$ cat src/rtl/button_conditioner_pkg.sv
// Shared constants for the player-input path: channel indices and debounce defaults.
// Latency: n/a (package only).
// Backpressure: n/a (package only).
// Contents: BTN_* channel indices, NUM_BUTTONS, DEBOUNCE_CYCLES_DEFAULT,
//           repeat_phase_t (auto-repeat phase) and max_int helper.
package overcooked_input_pkg;

  // Channel index of each board button within the conditioned bus.
  localparam int BTN_CHOP  = 0;
  localparam int BTN_LEFT  = 1;
  localparam int BTN_RIGHT = 2;
  localparam int BTN_UP    = 3;
  localparam int BTN_DOWN  = 4;

  localparam int NUM_BUTTONS = 5;

  // About 15.4 ms of required stability at the 65 MHz pixel clock.
  localparam int DEBOUNCE_CYCLES_DEFAULT = 1_000_000;

  // Auto-repeat: waiting for the initial hold delay, then the steady period.
  typedef enum logic {
    PH_DELAY  = 1'b0,
    PH_PERIOD = 1'b1
  } repeat_phase_t;

  function automatic int max_int(input int a, input int b);
    return (a > b) ? a : b;
  endfunction

endpackage

$ cat src/rtl/button_conditioner_if.sv
// Button bus between the raw board inputs and the player-control logic.
// Latency: n/a (wiring only).
// Backpressure: none; levels and pulses are unconditional.
// Signals: noisy_in (raw levels), clean_out (debounced levels),
//          rise_out / fall_out (one-cycle edge pulses), press_out (rise plus repeats).
// Modports: slave = conditioner side, master = source/consumer side.
interface button_conditioner_if
  import overcooked_input_pkg::*;
#(
  parameter int NUM_CH = NUM_BUTTONS
) ();

  logic [NUM_CH-1:0] noisy_in;
  logic [NUM_CH-1:0] clean_out;
  logic [NUM_CH-1:0] rise_out;
  logic [NUM_CH-1:0] fall_out;
  logic [NUM_CH-1:0] press_out;

  modport slave (
    input  noisy_in,
    output clean_out,
    output rise_out,
    output fall_out,
    output press_out
  );

  modport master (
    output noisy_in,
    input  clean_out,
    input  rise_out,
    input  fall_out,
    input  press_out
  );

endinterface

$ cat src/rtl/button_conditioner_debounce_channel.sv
// One button channel: 2-flop synchroniser, stability counter, edge pulses, optional auto-repeat.
// Latency: a stable input change reaches clean on the (DEBOUNCE_CYCLES+4)th clock_in edge.
// Backpressure: none; pulses are single-cycle and unconditional.
// Ports: clock_in, reset_in (sync, active-high), noisy (raw level),
//        clean, rise, fall, press (registered outputs).
// Build option: BUTTON_CONDITIONER_AUTOREPEAT_EN adds the hold-to-repeat press stream.
module debounce_channel
  import overcooked_input_pkg::*;
#(
  parameter int DEBOUNCE_CYCLES = DEBOUNCE_CYCLES_DEFAULT
`ifdef BUTTON_CONDITIONER_AUTOREPEAT_EN
  ,
  parameter int REPEAT_DELAY  = 26_000_000,
  parameter int REPEAT_PERIOD = 6_500_000
`endif
) (
  input  logic clock_in,
  input  logic reset_in,
  input  logic noisy,
  output logic clean,
  output logic rise,
  output logic fall,
  output logic press
);

  localparam int CW = $clog2(DEBOUNCE_CYCLES + 1);
  localparam logic [CW-1:0] CNT_MAX = CW'(DEBOUNCE_CYCLES);

  logic          sync1;
  logic          sync2;
  logic          candidate;
  logic [CW-1:0] cnt;

  // The counter saturates at CNT_MAX, so commit stays true while the input is
  // stable; the edge terms only fire when the committed value actually differs.
  logic commit;
  logic commit_rise;
  logic commit_fall;

  assign commit      = (sync2 == candidate) && (cnt == CNT_MAX);
  assign commit_rise = commit &&  candidate && !clean;
  assign commit_fall = commit && !candidate &&  clean;

  // Reset captures the live input everywhere so no edge is reported for it.
  always_ff @(posedge clock_in) begin
    if (reset_in) begin
      sync1     <= noisy;
      sync2     <= noisy;
      candidate <= noisy;
      clean     <= noisy;
      cnt       <= '0;
      rise      <= 1'b0;
      fall      <= 1'b0;
    end else begin
      sync1 <= noisy;
      sync2 <= sync1;
      rise  <= commit_rise;
      fall  <= commit_fall;
      if (sync2 != candidate) begin
        candidate <= sync2;
        cnt       <= '0;
      end else if (cnt == CNT_MAX) begin
        clean <= candidate;
      end else begin
        cnt <= cnt + CW'(1);
      end
    end
  end

`ifdef BUTTON_CONDITIONER_AUTOREPEAT_EN
  localparam int RW = $clog2(max_int(REPEAT_DELAY, REPEAT_PERIOD) + 1);
  localparam logic [RW-1:0] DELAY_END  = RW'(REPEAT_DELAY - 1);
  localparam logic [RW-1:0] PERIOD_END = RW'(REPEAT_PERIOD - 1);

  repeat_phase_t phase, phase_nxt;
  logic [RW-1:0] rcnt, rcnt_nxt;
  logic          rep, rep_nxt;

  always_ff @(posedge clock_in) begin
    if (reset_in) begin
      phase <= PH_DELAY;
      rcnt  <= '0;
      rep   <= 1'b0;
    end else begin
      phase <= phase_nxt;
      rcnt  <= rcnt_nxt;
      rep   <= rep_nxt;
    end
  end

  // A falling commit clears the counter on the same edge, so a release can
  // never be followed by a stray repeat pulse.
  always_comb begin
    phase_nxt = phase;
    rcnt_nxt  = rcnt;
    rep_nxt   = 1'b0;
    if (commit_rise || !clean || commit_fall) begin
      rcnt_nxt  = '0;
      phase_nxt = PH_DELAY;
    end else if ((phase == PH_DELAY) && (rcnt == DELAY_END)) begin
      rep_nxt   = 1'b1;
      rcnt_nxt  = '0;
      phase_nxt = PH_PERIOD;
    end else if ((phase == PH_PERIOD) && (rcnt == PERIOD_END)) begin
      rep_nxt  = 1'b1;
      rcnt_nxt = '0;
    end else begin
      rcnt_nxt = rcnt + RW'(1);
    end
  end

  assign press = rise | rep;
`else
  assign press = rise;
`endif

endmodule

$ cat src/rtl/button_conditioner.sv
// Multi-channel button conditioner: NUM_CH independent synchronise/debounce/edge-detect lanes.
// Latency: a stable input change reaches clean_out on the (DEBOUNCE_CYCLES+4)th clock_in edge.
// Backpressure: none; every lane outputs unconditional levels and one-cycle pulses.
// Ports: clock_in, reset_in (sync, active-high), btn (button_conditioner_if.slave:
//        noisy_in in; clean_out, rise_out, fall_out, press_out out).
// Build option: BUTTON_CONDITIONER_AUTOREPEAT_EN enables hold-to-repeat on press_out.
module button_conditioner
  import overcooked_input_pkg::*;
#(
  parameter int NUM_CH          = NUM_BUTTONS,
  parameter int DEBOUNCE_CYCLES = DEBOUNCE_CYCLES_DEFAULT,
  parameter int REPEAT_DELAY    = 26_000_000,
  parameter int REPEAT_PERIOD   = 6_500_000
) (
  input  logic           clock_in,
  input  logic           reset_in,
  button_conditioner_if.slave btn
);

  if (DEBOUNCE_CYCLES < 1 || REPEAT_DELAY < 1 || REPEAT_PERIOD < 1) begin : g_bad_cfg
    $error("button_conditioner: DEBOUNCE_CYCLES, REPEAT_DELAY and REPEAT_PERIOD must be >= 1");
  end

  logic [NUM_CH-1:0] clean_v;
  logic [NUM_CH-1:0] rise_v;
  logic [NUM_CH-1:0] fall_v;
  logic [NUM_CH-1:0] press_v;

  for (genvar i = 0; i < NUM_CH; i++) begin : g_ch
    debounce_channel #(
      .DEBOUNCE_CYCLES(DEBOUNCE_CYCLES)
`ifdef BUTTON_CONDITIONER_AUTOREPEAT_EN
      ,
      .REPEAT_DELAY   (REPEAT_DELAY),
      .REPEAT_PERIOD  (REPEAT_PERIOD)
`endif
    ) u_ch (
      .clock_in(clock_in),
      .reset_in(reset_in),
      .noisy   (btn.noisy_in[i]),
      .clean   (clean_v[i]),
      .rise    (rise_v[i]),
      .fall    (fall_v[i]),
      .press   (press_v[i])
    );
  end

  assign btn.clean_out = clean_v;
  assign btn.rise_out  = rise_v;
  assign btn.fall_out  = fall_v;
  assign btn.press_out = press_v;

endmodule
$ cat src/flat_wrapper.sv
// flat-port wrapper written by rule: the top's interface ports become plain ports
module button_conditioner_flat import overcooked_input_pkg::*;
#(
  parameter int NUM_CH          = NUM_BUTTONS,
  parameter int DEBOUNCE_CYCLES = DEBOUNCE_CYCLES_DEFAULT,
  parameter int REPEAT_DELAY    = 26_000_000,
  parameter int REPEAT_PERIOD   = 6_500_000
)
  (clock_in, reset_in, btn_noisy_in, btn_clean_out, btn_rise_out, btn_fall_out, btn_press_out);
  button_conditioner_if #(.NUM_CH(NUM_CH)) btn_i ();
  input  logic clock_in;
  input  logic reset_in;
  input wire logic [$bits(btn_i.noisy_in)-1:0] btn_noisy_in;
  output wire logic [$bits(btn_i.clean_out)-1:0] btn_clean_out;
  output wire logic [$bits(btn_i.rise_out)-1:0] btn_rise_out;
  output wire logic [$bits(btn_i.fall_out)-1:0] btn_fall_out;
  output wire logic [$bits(btn_i.press_out)-1:0] btn_press_out;
  assign btn_i.noisy_in = btn_noisy_in;
  assign btn_clean_out = btn_i.clean_out;
  assign btn_rise_out = btn_i.rise_out;
  assign btn_fall_out = btn_i.fall_out;
  assign btn_press_out = btn_i.press_out;
  button_conditioner #(.NUM_CH(NUM_CH), .DEBOUNCE_CYCLES(DEBOUNCE_CYCLES), .REPEAT_DELAY(REPEAT_DELAY), .REPEAT_PERIOD(REPEAT_PERIOD)) u_core (.clock_in(clock_in), .reset_in(reset_in), .btn(btn_i));
endmodule
$ cat config.mk
export PLATFORM = sky130hd
export DESIGN_NAME = button_conditioner_flat
export DESIGN_NICKNAME = d
export VERILOG_FILES = /design/src/rtl/button_conditioner_pkg.sv /design/src/rtl/button_conditioner_if.sv /design/src/rtl/button_conditioner_debounce_channel.sv /design/src/rtl/button_conditioner.sv /design/src/flat_wrapper.sv
export SDC_FILE = /design/constraint.sdc
export NUM_CORES = 1
export LEC_CHECK = 0
export ABC_CLOCK_PERIOD_IN_PS = 4500
export CORE_MARGIN = 3
export CORE_UTILIZATION = 30
export CTS_CLUSTER_DIAMETER = 50
export DETAILED_ROUTE_END_ITERATION = 6
export GPL_TIMING_DRIVEN = 0
export PLACE_DENSITY_LB_ADDON = 0.25
export SLEW_MARGIN = 0
export SYNTH_ARGS = -nofsm -noshare
export SYNTH_HDL_FRONTEND = slang
export SYNTH_SLANG_ARGS = --single-unit
$ cat constraint.sdc
create_clock -name clock_in -period 4.5 [get_ports clock_in]
set_input_delay 1.35 -clock clock_in [delete_from_list [all_inputs] [get_ports clock_in]]
set_output_delay 1.35 -clock clock_in [all_outputs]
set_load 0.01 [all_outputs]
After elaboration in Yosys (flattened, before gate mapping):

Cells that the tools add are included.

* add/sub/neg operators: 5
* mux-type cells: 30
* reduce and logical (&&, ||, !) cells: 55
* equal/unequal tests: 20

Operator list (count)
* 20-bit by 1-bit adder with 20-bit output, second input constant: 5
* 20-bit == test, second input constant: 5
* 1-bit two-way mux: 30
* 1-bit logical AND: 25
* 2-bit nonzero test: 10
* 1-bit zero test: 10
* 2-bit inequality test, second input constant: 5
* 2-bit AND reduction: 5
* 2-bit OR reduction: 5
* 1-bit == test: 5
* 1-bit inequality test: 5

* bits of input ports: 7
* output and inout bits: 20
* bits in registers: 130
* word-level logic and storage cells: 145

Depth between registers and ports, before layout:

* depth after elaboration: 4
* mapped depth: 7
* gate-level depth less buffers: 7

Cells and area by module:

Synthesis repeated with hierarchy kept, for this count alone.

* cell total of the unflattened synthesis: 690
* area total of the unflattened synthesis: 6012.0 um2

Modules (own cells, without submodules)
* debounce_channel: area an instance 1202.4 um2, cells an instance 138, instances 5, sequential area each 540.5 um2

Worst setup path after synthesis:

OpenSTA, ideal clock, no wires.

* path kind: input to register
* start point: in reset_in
* end point: reg u_core.g_ch[2].u_ch.clean, enable pin
* stages on the path: 3
* arrival: 1.933 ns
* path buffers: 2
* library setup time: 0.307 ns
* required time: 4.193 ns
* slack: 2.261 ns
* path through: clkbuf_1 > clkbuf_1 > o21bai_1

* cells in the longest elaborated chain, start to end: 2
* elaborated cells between the ends (all ways): 3
* those cells by class: eq/ne (1); reduce/logical (2)

Ends and longest elaborated chain
* start, declared: RTL line flat_wrapper.sv:12 `input logic reset_in;`
* 2-bit inequality test (no source line) or 2-bit nonzero test (tied branches)
* 2-bit AND reduction (no source line) *
* end signal, assigned: RTL line button_conditioner_debounce_channel.sv:50 `clean <= noisy;`
* end signal, assigned: RTL line button_conditioner_debounce_channel.sv:63 `clean <= candidate;`
* end, declared: RTL line button_conditioner_debounce_channel.sv:20 `output logic clean,`

Mark *: on every way between the ends. The rest lies on a longest branch, timed or not.
A chain may end at the register's enable or synchronous reset.

Final worst setup path:

Same ends and word-level chain as after synthesis.

==> impl_metrics.toml <==
[synth]
synth_edf_count = 10
synth_mux_area_share_pct = 0.950
ys_types = 45
async_flop_share_pct = 0
syn-num-nets = 665
synthFlopType = "dfxtp_1"
synth_seq_cells = 130
postSynthCellCount = 648
synth_top_family_by_area = "simple AND/OR/NAND/NOR gates"
synthesis.area_mm2 = 0.00579
synthSimpleGateAreaFrac_pct = 27.7
yosysSeqAreaShare_pct = 46.7
syn_avg_cell_area_um2 = 8.94
synth-xor-area-share_pct = 11.3
yosys_warnings = 0
synthAdderAreaFrac_pct = 2.16
synth_compound_area_share_pct = 5.62

[layout]
final_cells = 966
layout_common_cells = "dfxtp_1, nor2_1, xor2_1"
drive_above_1_share_pct = 8.50
diodes = 0
nets = 710
layout_commonest_cell = "dfxtp_1"
utilization_pct = 37.2
syn_to_final_growth_pct = 20.9

[place]
portBuffers = 26
place_inst = 934
place.gp.congestion = 0.728
dp_hpwl_um = 7760

[route]
num_vias = 4337
drc = 0
wire_per_inst_um = 11.6
postRouteAntennaNets = 0
wirelength_um = 11200
first_pass_iters = 5
routed_via_density = 4.49
first_iter_violations = 161

[floorplan]
start_util_pct = 30.8
rows = 50
dieArea_mm2 = 0.0210
core_area_mm2 = 0.0188
io_pins = 27
dieWidth_um = 145
die_h_um = 145

[power]
leakage_nw = 2.46
p_int_mw = 2.20
clkPwrFrac_pct = 51.3
switching_share_pct = 21.6
power_per_cell_area_mw_per_mm2 = 400
vdd.ir_drop.worst_uv = 201
p_sw_mw = 0.606
pwr-share-comb_pct = 5.1
seq_power_share_pct = 43.6

[global_route]
grt_pass1_wl_um = 19500
grt_max_degree = 17
track_usage_pct = 11.1
grt_overflow = 0
grtUsageMet3_pct = 3.40
first_global_vias = 4110
busiest_layer = "met2"
grt_antenna_before_repair = 0
use_met2_pct = 16.7
met1_usage_pct = 15.1

[status]
status = "completed"

[sta]
fin_crit_ns = 3.05
max_slew_margin_pct = 49.2
setup_violations = 0
tightest_slew_ns = 0.756
rsz0062_at_grt = "no"
timing.fmax_mhz = 328
fin_crit_sh_pct = 67.7
finClkSkew_ns = 0.00469
fin_hold_ws_ns = 0.432
hold_viol_final = 0
fin_tns_setup_ns = 0
maxSlewViolCount = 0

[setup_path]
path_common_cell = "clkbuf_1"
critPathKind = "primary input to register"
max_stage_delay_ns = 0.68
critical_path_arrival_ns = 3.16
critical_path_buf_inv_count = 3
end_kind = "register"
required_ns = 4.61
crit_family = "buffers and inverters"
slowest_stage = "clkdlybuf4s50_1"
worstSetupStartpointType = "primary input"
critPathMaxFanout = 10
crit_path_cell_trace = "clkdlybuf4s50_1, clkbuf_1, clkbuf_1, o21bai_1"

[clocking]
post_cts_resized = 0
postCtsSetupBuffers = 0
path_clk_slew_ns = 0.06
h-tree-depth = 4
tritoncts = "yes"
postCtsHoldBufs = 0
cts-buffers-inserted = 17
cts_num_sinks = 130
clk_latency_ns = 0.41
cts_root_buf = "clkbuf_16"
cts_buffer_depth = 2

[flow_run]
cap_violations = 0

[worst_hold_path]
holdCritPathClass = "register to register"
==> tightest hold or removal path, delay by kind of cell, from the launching register on <==
family,cells,cell delay [ns]
flip-flops,1,0.30
buffers and inverters,1,0.04
AO/OA/AOI/OAI,1,0.05
==> layout make-up <==
cell class,instances,area [um2]
clock buffer,23,499
buffer,35,206
tap,260,325
inverter,31,116
clock inverter,9,125
fill,1933,11800
multi-input combinational,452,2770
sequential,130,2700
timing repair buffer,26,260
==> sequential cells by signal, indices dropped and copies added (netlist names) <==
register	flops
u_core.g_ch.u_ch.fall	5
u_core.g_ch.u_ch.candidate	5
u_core.g_ch.u_ch.sync2	5
u_core.g_ch.u_ch.sync1	5
u_core.g_ch.u_ch.clean	5
u_core.g_ch.u_ch.press	5
u_core.g_ch.u_ch.cnt	100
==> power groups by stage <==
stage	Sequential (mW)	Clock, mW	Combinational [mW]
2_1_floorplan	1.24	0	0.100
3_3_place_gp	1.25	0	0.147
3_5_place_dp	1.25	0	0.146
4_1_cts	1.22	1.48	0.148
5_1_grt	1.23	1.52	0.166
6_report	1.22	1.44	0.143
==> per-layer routing <==
metal / part of all wire [%] / wire length, um / up-vias
met5: 0 / 0 / -
met4: 1.4 / 158 / 0
met3: 3.6 / 405 / 12
met2: 43 / 4750 / 38
met1: 52 / 5850 / 1986
li1: - / - / 2301
==> kinds of logic (layout without fill, tap and decap cells) <==
kind of cell / Yosys count / in the layout
compound gates: 60 / 60
simple gates: 302 / 302
mux: 5 / 5
flops: 130 / 130
fa+ha+maj: 10 / 10
xor+xnor: 75 / 75
buf+inv: 66 / 124
==> path summary, 6_finish.rpt <==
path | startpoint | to | slack, ns | cells past startpoint
min | u_core.g_ch[4].u_ch.sync1 | u_core.g_ch[4].u_ch.sync2 | 0.43 | 2
min reg2reg | u_core.g_ch[4].u_ch.sync1 | u_core.g_ch[4].u_ch.sync2 | 0.43 | 2
max reg2reg | u_core.g_ch[4].u_ch.cnt[4] | u_core.g_ch[4].u_ch.cnt[2] | 2.30 | 5
max | reset_in | u_core.g_ch[2].u_ch.clean | 1.45 | 4
==> per-stage QoR <==
stage / power (mW) / instance area, um2 / worst slack, ns
2_1_floorplan: 1.34 / 5790 / 2.26
3_3_place_gp: 1.40 / 6380 / 1.00
3_5_place_dp: 1.39 / 6380 / 0.992
4_1_cts: 2.85 / 7000 / 1.41
5_1_grt: 2.92 / 7000 / 1.30
6_report: 2.80 / 7000 / 1.45
==> synthesized netlist by cell type, drive strengths merged, types with 16 or more instances <==
cell / n / area, um2
nand4: 24 / 150
a21oi: 24 / 120
dfxtp: 120 / 2400
or3: 19 / 119
nand2: 40 / 150
nand3: 37 / 185
xor2: 43 / 377
nor2: 83 / 312
nor3: 18 / 90.1
buf: 21 / 154
nand2b: 16 / 100
o21ai: 28 / 140
inv: 31 / 116
xnor2: 32 / 280
No activity file was read; power rests on OpenSTA's default activity.
